===== config.mk =====
export PLATFORM = sky130hd
export DESIGN_NAME = axis_m_pkt
export DESIGN_NICKNAME = d
export VERILOG_FILES = /design/src/rtl/axis_pkg.sv /design/src/rtl/axis_fifo_sync.sv /design/src/rtl/axis_m_pkt.sv
export SDC_FILE = /design/constraint.sdc
export NUM_CORES = 1
export LEC_CHECK = 0
export BUFFER_PORTS_ARGS = -buffer_cell sky130_fd_sc_hd__buf_4
export CORE_MARGIN = 4
export CORE_UTILIZATION = 50
export CTS_CLUSTER_DIAMETER = 60
export DETAILED_ROUTE_END_ITERATION = 8
export PLACE_DENSITY = 0.8
export RECOVER_POWER = 50
export REMOVE_ABC_BUFFERS = 1
export SETUP_SLACK_MARGIN = 0.4
export SLEW_MARGIN = 20
export SYNTH_ARGS = -nofsm -noshare
export SYNTH_HDL_FRONTEND = slang
export SYNTH_SLANG_ARGS = --single-unit

===== constraint.sdc =====
create_clock -name clk -period 10.58 [get_ports clk]
set_input_delay 0 -clock clk [delete_from_list [all_inputs] [get_ports clk]]
set_output_delay 0 -clock clk [all_outputs]
set_load 0.02 [all_outputs]

===== src/rtl/axis_pkg.sv =====
// Shared types and elaboration helpers for the AXI-Stream packet master.
package axis_pkg;

    typedef enum logic {
        ST_IDLE = 1'b0,
        ST_RUN  = 1'b1
    } state_e;

    localparam int unsigned MIN_DEPTH = 2;

    // FIFO depths must be powers of two so the pointer wrap bit gives full/empty.
    function automatic bit depth_ok(input int unsigned depth);
        return (depth >= MIN_DEPTH) && ((depth & (depth - 1)) == 0);
    endfunction

    // Packed width of a {len, id} descriptor.
    function automatic int unsigned desc_bits(input int unsigned len_w, input int unsigned id_w);
        return len_w + id_w;
    endfunction

endpackage


===== src/rtl/axis_fifo_sync.sv =====
// Synchronous first-word-fall-through FIFO with full/empty flags.
module axis_fifo_sync #(
    parameter int unsigned WIDTH = 32,
    parameter int unsigned DEPTH = 8
) (
    input  logic             clk,
    input  logic             rst_n,
    input  logic             push_i,
    input  logic [WIDTH-1:0] wdata_i,
    input  logic             pop_i,
    output logic [WIDTH-1:0] rdata_o,
    output logic             full_o,
    output logic             empty_o
);

    localparam int unsigned AW = $clog2(DEPTH);

    logic [WIDTH-1:0] mem_q [DEPTH];
    logic [AW:0]      wptr_q;
    logic [AW:0]      rptr_q;
    logic             do_push;
    logic             do_pop;

    assign do_push = push_i && !full_o;
    assign do_pop  = pop_i && !empty_o;

    // NOTE: sequential state uses non-blocking assignments so every register samples pre-edge values.
    always_ff @(posedge clk or negedge rst_n) begin
        if (!rst_n) begin
            wptr_q <= '0;
            rptr_q <= '0;
        end else begin
            if (do_push) wptr_q <= wptr_q + 1'b1;
            if (do_pop)  rptr_q <= rptr_q + 1'b1;
        end
    end

    // NOTE: storage is not reset; the head is masked to zero while empty instead.
    always_ff @(posedge clk) begin
        if (do_push) mem_q[wptr_q[AW-1:0]] <= wdata_i;
    end

    assign empty_o = (wptr_q == rptr_q);
    assign full_o  = (wptr_q[AW] != rptr_q[AW]) && (wptr_q[AW-1:0] == rptr_q[AW-1:0]);
    assign rdata_o = empty_o ? '0 : mem_q[rptr_q[AW-1:0]];

endmodule


===== src/rtl/axis_m_pkt.sv =====
// AXI-Stream master framing buffered data into back-to-back packets from a descriptor queue.
// Defining AXIS_M_PKT_CNT_EN adds the pkt_cnt completed-packet counter output.
module axis_m_pkt
    import axis_pkg::*;
#(
    parameter int unsigned WIDTH      = 32,
    parameter int unsigned LEN_WIDTH  = 10,
    parameter int unsigned DATA_DEPTH = 8,
    parameter int unsigned CFG_DEPTH  = 4,
    parameter int unsigned ID_WIDTH   = 4
) (
    input  logic                 clk,
    input  logic                 rst_n,
    input  logic                 valid_in,
    input  logic [WIDTH-1:0]     data_in,
    output logic                 ready,
    input  logic                 cfg_valid,
    input  logic [LEN_WIDTH-1:0] cfg_len,
    input  logic [ID_WIDTH-1:0]  cfg_id,
    output logic                 cfg_ready,
    output logic [WIDTH-1:0]     m_axis_tdata,
    output logic                 m_axis_tvalid,
    input  logic                 m_axis_tready,
    output logic                 m_axis_tlast,
    output logic [ID_WIDTH-1:0]  m_axis_tid,
    output logic                 busy,
    output logic                 pkt_done
`ifdef AXIS_M_PKT_CNT_EN
    ,
    output logic [31:0]          pkt_cnt
`endif
);

    typedef struct packed {
        logic [LEN_WIDTH-1:0] len;
        logic [ID_WIDTH-1:0]  id;
    } desc_t;

    localparam int unsigned          DESC_W  = desc_bits(LEN_WIDTH, ID_WIDTH);
    localparam logic [LEN_WIDTH-1:0] CNT_ONE = LEN_WIDTH'(1);

    if (!depth_ok(DATA_DEPTH) || !depth_ok(CFG_DEPTH)) begin : g_bad_depth
        $error("axis_m_pkt: DATA_DEPTH and CFG_DEPTH must be powers of two >= 2");
    end

    state_e               state_q, state_d;
    logic [LEN_WIDTH-1:0] count_q, count_d;
    logic [LEN_WIDTH-1:0] len_q, len_d;
    logic [ID_WIDTH-1:0]  id_q, id_d;
    logic                 done_q;

    logic  data_full, data_empty;
    logic  cfg_full, cfg_empty;
    logic  cfg_pop;
    logic  beat;
    desc_t cfg_wdesc;
    desc_t cfg_head;

    assign cfg_wdesc = '{len: cfg_len, id: cfg_id};

    axis_fifo_sync #(
        .WIDTH (WIDTH),
        .DEPTH (DATA_DEPTH)
    ) u_data_fifo (
        .clk     (clk),
        .rst_n   (rst_n),
        .push_i  (valid_in),
        .wdata_i (data_in),
        .pop_i   (beat),
        .rdata_o (m_axis_tdata),
        .full_o  (data_full),
        .empty_o (data_empty)
    );

    axis_fifo_sync #(
        .WIDTH (DESC_W),
        .DEPTH (CFG_DEPTH)
    ) u_cfg_fifo (
        .clk     (clk),
        .rst_n   (rst_n),
        .push_i  (cfg_valid),
        .wdata_i (cfg_wdesc),
        .pop_i   (cfg_pop),
        .rdata_o (cfg_head),
        .full_o  (cfg_full),
        .empty_o (cfg_empty)
    );

    assign ready         = !data_full;
    assign cfg_ready     = !cfg_full;
    assign busy          = (state_q == ST_RUN);
    assign m_axis_tvalid = busy && !data_empty;
    assign m_axis_tlast  = busy && (count_q == len_q);
    assign m_axis_tid    = id_q;
    assign beat          = m_axis_tvalid && m_axis_tready;
    assign pkt_done      = done_q;

    // NOTE: every always_comb output gets a default first so no path can infer a latch.
    always_comb begin
        state_d = state_q;
        count_d = count_q;
        len_d   = len_q;
        id_d    = id_q;
        cfg_pop = 1'b0;
        unique case (state_q)
            ST_IDLE: begin
                if (!cfg_empty) begin
                    cfg_pop = 1'b1;
                    len_d   = cfg_head.len;
                    id_d    = cfg_head.id;
                    count_d = CNT_ONE;
                    state_d = ST_RUN;
                end
            end
            ST_RUN: begin
                if (beat && m_axis_tlast) begin
                    count_d = CNT_ONE;
                    // Chain straight into the next queued packet with no idle cycle.
                    if (!cfg_empty) begin
                        cfg_pop = 1'b1;
                        len_d   = cfg_head.len;
                        id_d    = cfg_head.id;
                    end else begin
                        state_d = ST_IDLE;
                    end
                end else if (beat) begin
                    count_d = count_q + 1'b1;
                end
            end
            default: state_d = ST_IDLE;
        endcase
    end

    always_ff @(posedge clk or negedge rst_n) begin
        if (!rst_n) begin
            state_q <= ST_IDLE;
            count_q <= CNT_ONE;
            len_q   <= '0;
            id_q    <= '0;
            done_q  <= 1'b0;
        end else begin
            state_q <= state_d;
            count_q <= count_d;
            len_q   <= len_d;
            id_q    <= id_d;
            done_q  <= beat && m_axis_tlast;
        end
    end

`ifdef AXIS_M_PKT_CNT_EN
    logic [31:0] pkt_cnt_q;

    always_ff @(posedge clk or negedge rst_n) begin
        if (!rst_n)      pkt_cnt_q <= '0;
        else if (done_q) pkt_cnt_q <= pkt_cnt_q + 32'd1;
    end

    assign pkt_cnt = pkt_cnt_q;
`endif

endmodule


==> impl_results.md, run 1 <==
- Status: finished, violations left
- Violated checks: capacitance limit, slew limit
- Design Power: 4.82 mW
- Total grt overflow: 0
- Largest net degree at the start of global routing: 68
- Peak VDD IR: 0.183 mV
- Placed inst area: 15000 um^2
- Crit. End Element: register
- Post-cts sizing count: 0
- EDFF count, synth: 312
- Pwr dens: 291 nW/um^2
- Synth Cell Area: 13800 um^2
- Final period util: 40.7%
- P_sw: 1.55 mW
- Share of power burned in registers: 40.7%
- Int Power: 3.27 mW
- Main synth FF type: edfxtp_1
- Post-synthesis compound-gate area fraction: 1.34%
- Clock transition at path regs: 60 ps
- Via count: 6903
- Ys Warns: 0
- CTS root buf: clkbuf_16
- Unrepaired setup endpoints after global routing: false
- Worst EP arrival: 4480 ps
- Die Span Y: 174 um
- Rows: 60
- Cts bufs inserted: 36
- Final HPWL DP: 15.0 mm
- Die width: 174 um
- CTS max path bufs: 3
- Proportion of synthesized chip area in sequential cells: 75.0%
- Slew headroom: -44.0%
- GPL Wtd Cong: 0.776
- Worst r2r path cells: 6
- XOR/XNOR share of the synthesized area: 1.71%
- TritonCTS clock tree: built
- Setup_tns: 0 ps
- LEAKAGE: 5.63 nW
- Max-cap viol count: 2
- I/O Pins: 93
- Post-synthesis simple-gate area fraction: 3.57%
- H-Tree Depth: 2
- Sw Share: 32.2%
- Fmax: 232 MHz
- Initial antenna violation count: 1
- Mapped Cells: 681
- Final period demand of the worst path: 4310 ps
- Starting DRC count in detailed routing: 630
- DRC Markers: 0
- #FFs+latches synth: 352
- Post-synth cell types: 44
- Hold Path Stages: 5
- Final instance area: 16500 um^2
- CTS sink cnt: 352
- IO Port Bufs: 92
- Most common library cell in the layout ignoring fill and taps: edfxtp_1
- Mux share of post-synthesis cell area: 16.4%
- Clock power frac: 25.9%
- Worst-Margin Slew: 2160 ps
- Clock latency on the worst-skew pair: 520 ps
- Skew final: 15.6 ps
- Fin. max-slew vios: 73
- Final Hold Vio Count: 0
- Comb pwr share: 33.4%
- GRT Resource Usage Total: 17.5%
- Vias per inst: 5.57
- Crit-path max FO: 31
- Most frequent cells in the layout: edfxtp_1 (312), mux4_2 (78), clkbuf_1 (63)
- Routed len/inst: 21.6 um
- FFs w/ async S/R, synth: 11.4%
- DRT Pass-1 Iters: 5
- Die ar.: 30400 um^2
- Critical path startpoint category: register
- First-pass GRT wire length: 41.8 mm
- Area delta synth->final: 19.6%
- Hold slack final: 142 ps
- Mapped Avg Cell Area: 20.3 um^2
- Routed WL: 26.7 mm
- Hold Crit Class: in2reg
- Req. time, crit path: 10750 ps
- Largest family of logic cells by synthesized area: multiplexers
- Final #Nets: 898
- Core area: 27100 um^2
- Number of global-route vias before repair: 7291
- CP Class: reg2reg
- Synth Area in Adders: 0.724%
- Starting Density: 51.0%
- Share of post-route cells with drive strength above 1: 23.8%
- Antenna-violating nets left: 0
- Endpoints failing setup: 0
-- power groups by stage --
stage | clock, mW | sequential [mW] | combinational, mW
after floorplan | 0 | 2.05 | 0.982
after global placement | 0 | 1.97 | 1.58
after detailed placement | 0 | 1.99 | 1.60
after CTS | 1.27 | 1.97 | 1.63
after global routing | 1.34 | 1.99 | 1.73
final | 1.25 | 1.96 | 1.61
-- cells by family (layout without fill, tap and decap cells) --
logic type,count (synthesis),after routing
buffers and inverters,42,227
other,0,1
multiplexers,127,127
adder cells (fa/ha/maj),8,8
AND/OR/NAND/NOR,100,100
XOR/XNOR,27,27
flip-flops,352,352
AO/OA/AOI/OAI,25,25
-- per-layer routing --
metal  vias up  global-route usage, %  part of all wire [%]
met4         0                   3.76                   1.8
met1      3588                   23.6                    41
li1       3061                      -                     -
met3        40                   3.00                   5.5
met2       214                   30.2                    52
met5         -                      0                     0
-- synthesized netlist by cell type, types with 9 or more instances --
master / count / share of area [%]
edfxtp_1: 312 / 68
mux4_2: 78 / 13
nor2_1: 42 / 1.1
dfrtp_1: 39 / 7.1
mux2i_1: 32 / 2.3
clkbuf_1: 23 / 0.62
xnor2_1: 17 / 1.1
nand2_1: 12 / 0.33
nand3_1: 10 / 0.36
xor2_1: 10 / 0.63
mux2_1: 9 / 0.73
-- through the flow --
step / cells / utilization (%) / setup slack (ps)
6_report: 1239 / 61.0 / 6270
5_1_grt: 1239 / 61.0 / 5930
4_1_cts: 1233 / 61.4 / 7040
3_5_place_dp: 1119 / 55.3 / 7070
3_3_place_gp: 1119 / 55.3 / 7170
2_1_floorplan: 646 / - / 4250
-- path summary, 6_finish.rpt --
path | start | to | slack [ps]
min | m_axis_tready | u_data_fifo.rptr_q[2] | 140
max in group asynchronous | rst_n | u_data_fifo.rptr_q[1] | 8510
max reg2reg | u_data_fifo.rptr_q[0] | u_data_fifo.mem_q[0][26] | 6270
max | u_data_fifo.rptr_q[0] | u_data_fifo.mem_q[0][26] | 6270
min reg2reg | m_axis_tid[0] | m_axis_tid[0] | 490
min in group asynchronous | rst_n | u_cfg_fifo.wptr_q[0] | 650
-- registers in the layout (all words and copies together) (netlist names), 4 cells and up --
signal              cells
count_q                10
len_q                  10
m_axis_tid              4
u_cfg_fifo.mem_q       56
u_data_fifo.mem_q     256
u_data_fifo.rptr_q      4
u_data_fifo.wptr_q      4
-- final cells by class --
| class | count | area [um^2] |
|---|---|---|
| Antenna cell | 1 | 2.50 |
| Clock buffer | 43 | 927 |
| Clock inverter | 22 | 248 |
| Fill cell | 1893 | 10600 |
| Inverter | 7 | 26.3 |
| Multi-Input combinational cell | 287 | 3340 |
| Sequential cell | 352 | 10400 |
| Tap cell | 372 | 465 |
| Timing Repair Buffer | 155 | 1150 |
-- what timing repair did --
| item | CTS | global route |
|---|---|---|
| hold endpoints to repair | 357 | 0 |
| hold buffers | 49 | 0 |
| setup buffers | 0 | 0 |
-- worst max-delay path, cell delays in order, from the launching register on --
cell and delay, ps:
dfrtp_1 1610, xor2_1 370, or4_1 250, nand2_1 100, or2_2 390, nor3_2 720, buf_4 500
No activity file was read; power rests on OpenSTA's default activity.
==> inputs of run 2 (changes only) <==
==> constraint.sdc (replaced) <==
create_clock -name clk -period 4 [get_ports clk]
set_input_delay 0 -clock clk [delete_from_list [all_inputs] [get_ports clk]]
set_output_delay 0 -clock clk [all_outputs]
set_load 0.02 [all_outputs]
==> run 2 against run 1 <==
Net effect: the flow still finishes with violations (capacitance limit, slew limit); cell count increased by 0.48%; first-iteration DRC count down 5.7%; via count is 0.77% lower; clock skew rose by 3.2 ps; register-to-register slack got worse by 5400 ps; global-route usage increased by 0.17 points; setup slack got worse by 5400 ps; non-clock buffer count is 5 higher; critical path depth shrank 1; critical path type is now reg2out; highest routed layer is now met5.
==> impl_results.md, run 2 (synthesis results as in run 1) <==
- Sw Share: 31.8% (was 32.2%)
- Largest net degree at the start of global routing: 68 (unchanged)
- DRC Markers: 0 (unchanged)
- Clock transition at path regs: 60 ps (about the same)
- Worst EP arrival: 3140 ps (was 4480 ps)
- Final instance area: 16500 um^2 (about the same)
- Comb pwr share: 33.4% (about the same)
- Skew final: 18.8 ps (was 15.6 ps)
- CTS sink cnt: 352 (unchanged)
- Clock latency on the worst-skew pair: 510 ps (was 520 ps)
- First-pass GRT wire length: 42.1 mm (was 41.8 mm)
- Slew headroom: -52.2% (was -44.0%)
- Clock power frac: 25.9% (about the same)
- Req. time, crit path: 4000 ps (was 10750 ps)
- Critical Path Max Stage Delay: 800 ps (was 1610 ps)
- Share of power burned in registers: 40.7% (about the same)
- GPL Wtd Cong: 0.802 (was 0.776)
- Placed inst area: 15000 um^2 (about the same)
- TritonCTS clock tree: built (unchanged)
- Placed Instances: 1129 (was 1119)
- Number of global-route vias before repair: 7392 (was 7291)
- Fin. max-slew vios: 41 (was 73)
- # diodes: 0 (was 1)
- Final period demand of the worst path: 3140 ps
- Final HPWL DP: 15.4 mm (was 15.0 mm)
- Unrepaired setup endpoints after global routing: false (unchanged)
- Non-Filler Instances: 1245 (was 1239)
- I/O Pins: 93 (unchanged)
- DRT Pass-1 Iters: 5 (unchanged)
- Max-cap viol count: 1 (was 2)
- Starting DRC count in detailed routing: 594 (was 630)
- CP Class: reg2out (was reg2reg)
- Final #Nets: 904 (was 898)
- Endpoints failing setup: 0 (unchanged)
- Post-CTS setup buffer count: 0 (unchanged)
- Slowest stage cell, crit path: buf_4 (was dfrtp_1)
- CTS root buf: clkbuf_16 (unchanged)
- Peak VDD IR: 0.402 mV (was 0.183 mV)
- Crit-path max FO: 49 (was 31)
- Worst path cell trace: buf_4 -> mux4_2 -> mux2i_1 -> nor2_1 -> buf_4 (was xor2_1 -> or4_1 -> nand2_1 -> or2_2 -> nor3_2 -> buf_4)
- Status: finished, violations left (unchanged)
- Max reg flops: 256 (unchanged)
- Total grt overflow: 0 (unchanged)
- Critical path startpoint category: register (unchanged)
- Cts bufs inserted: 37 (was 36)
- Final Hold Vio Count: 0 (unchanged)
- Crit. End Element: output port (was register)
- Via count: 6850 (was 6903)
- Area delta synth->final: 19.4% (was 19.6%)
- Most frequent cells in the layout: edfxtp_1 (312), mux4_2 (78), clkbuf_1 (66) (was edfxtp_1 (312), mux4_2 (78), clkbuf_1 (63))
- H-Tree Depth: 2 (unchanged)
- Post-cts sizing count: 0 (unchanged)
- GRT Resource Usage Total: 17.6% (was 17.5%)
- Initial antenna violation count: 1 (unchanged)
- Violated checks: capacitance limit, slew limit (unchanged)
- P_sw: 4.03 mW (was 1.55 mW)
- Core area: 27100 um^2 (unchanged)
- IO Port Bufs: 92 (unchanged)
- Fmax: 318 MHz
- Final period util: 78.6%
- Pwr dens: 767 nW/um^2 (was 291 nW/um^2)
- Hold Crit Class: in2reg (unchanged)
- Most common library cell in the layout ignoring fill and taps: edfxtp_1 (unchanged)
- Vias per inst: 5.50 (was 5.57)
- Fill cells: 1919 (was 1893)
- Most used cell along the critical path: buf_4
- Die Span Y: 174 um (unchanged)
- Rows: 60 (unchanged)
- CP delay by family, top: buffers and inverters (was flip-flops)
- Routed WL: 26.2 mm (was 26.7 mm)
- Worst-Margin Slew: 2280 ps (was 2160 ps)
- Int Power: 8.64 mW (was 3.27 mW)
- Number of buffer and inverter stages on the critical path: 2 (was 1)
- Hold slack final: 147 ps (was 142 ps)
- Starting Density: 51.0% (unchanged)
- Antenna-violating nets left: 0 (unchanged)
- Share of post-route cells with drive strength above 1: 24.2% (was 23.8%)
- Die ar.: 30400 um^2 (unchanged)
- LEAKAGE: 5.64 nW (was 5.63 nW)
- Die width: 174 um (unchanged)
- Routed len/inst: 21.1 um (was 21.6 um)
- CTS max path bufs: 3 (unchanged)
## run 2: cell types whose count changed in the layout (fill, tap and decap cells not counted), sizes merged
cell      delta
buf          +4
bufinv       -3
clkbuf      +12
clkinv       -5
clkinvlp     +1
diode        -1
inv          -2
## run 2: stage by stage
stage	worst slack [ps]	TNS, ps	total power, mW	utilization (%)
2_1_floorplan	-2330	-472770	8.02	-
3_3_place_gp	1000	0	9.41	55.5
3_5_place_dp	911	0	9.55	55.5
4_1_cts	765	0	12.9	61.8
5_1_grt	589	0	13.4	60.9
6_report	856	0	12.7	60.9
## run 2: final timing paths
| check | slack [ps] | from | endpoint | cells after the start |
|---|---|---|---|---|
| min in group asynchronous | 760 | rst_n | len_q[1] | 2 |
| min reg2reg | 490 | u_cfg_fifo.wptr_q[2] | u_cfg_fifo.wptr_q[2] | 1 |
| min | 150 | m_axis_tready | u_data_fifo.rptr_q[0] | 5 |
| max in group asynchronous | 1640 | rst_n | u_data_fifo.rptr_q[0] | 2 |
| max reg2reg | 920 | u_data_fifo.rptr_q[0] | u_data_fifo.mem_q[6][7] | 6 |
| max | 860 | u_data_fifo.rptr_q[0] | m_axis_tdata[22] | 5 |
## run 2: power by group through the flow
stage,registers (mW),clock network [mW],logic [mW]
final,5.16,3.28,4.23
after global routing,5.23,3.54,4.59
after CTS,5.17,3.34,4.38
after detailed placement,5.23,0,4.32
after global placement,5.18,0,4.23
after floorplan,5.42,0,2.60
## run 2: worst reg2reg max path: cells and delay by family (launching register included)
family | cells | cell delay (ps)
AND/OR/NAND/NOR | 4 | 1480
flip-flops | 1 | 680
buffers and inverters | 1 | 310
XOR/XNOR | 1 | 300
## run 2: metal layers
metal | global-route usage [%] | routed length, um | vias up
met5 | 0 | 13 | -
met2 | 30.1 | 13400 | 211
li1 | - | - | 3074
met1 | 23.9 | 10800 | 3526
met4 | 3.86 | 453 | 2
met3 | 3.41 | 1490 | 37
## run 2: cell type report
class / count / area, um^2 / area share [%]
inverter: 7 / 26.3 / 0.159
multi-input combinational: 287 / 3330 / 20.2
clock buffer: 54 / 1090 / 6.62
tap: 372 / 465 / 2.82
timing repair buffer: 160 / 1110 / 6.72
clock inverter: 13 / 110 / 0.667
sequential: 352 / 10400 / 62.9
## run 2: timing repair
| item | in CTS | in global routing |
|---|---|---|
| endpoints found under the setup margin | 0 | 0 |
| endpoints found under the hold margin | 357 | 0 |
| hold buffers | 49 | 0 |
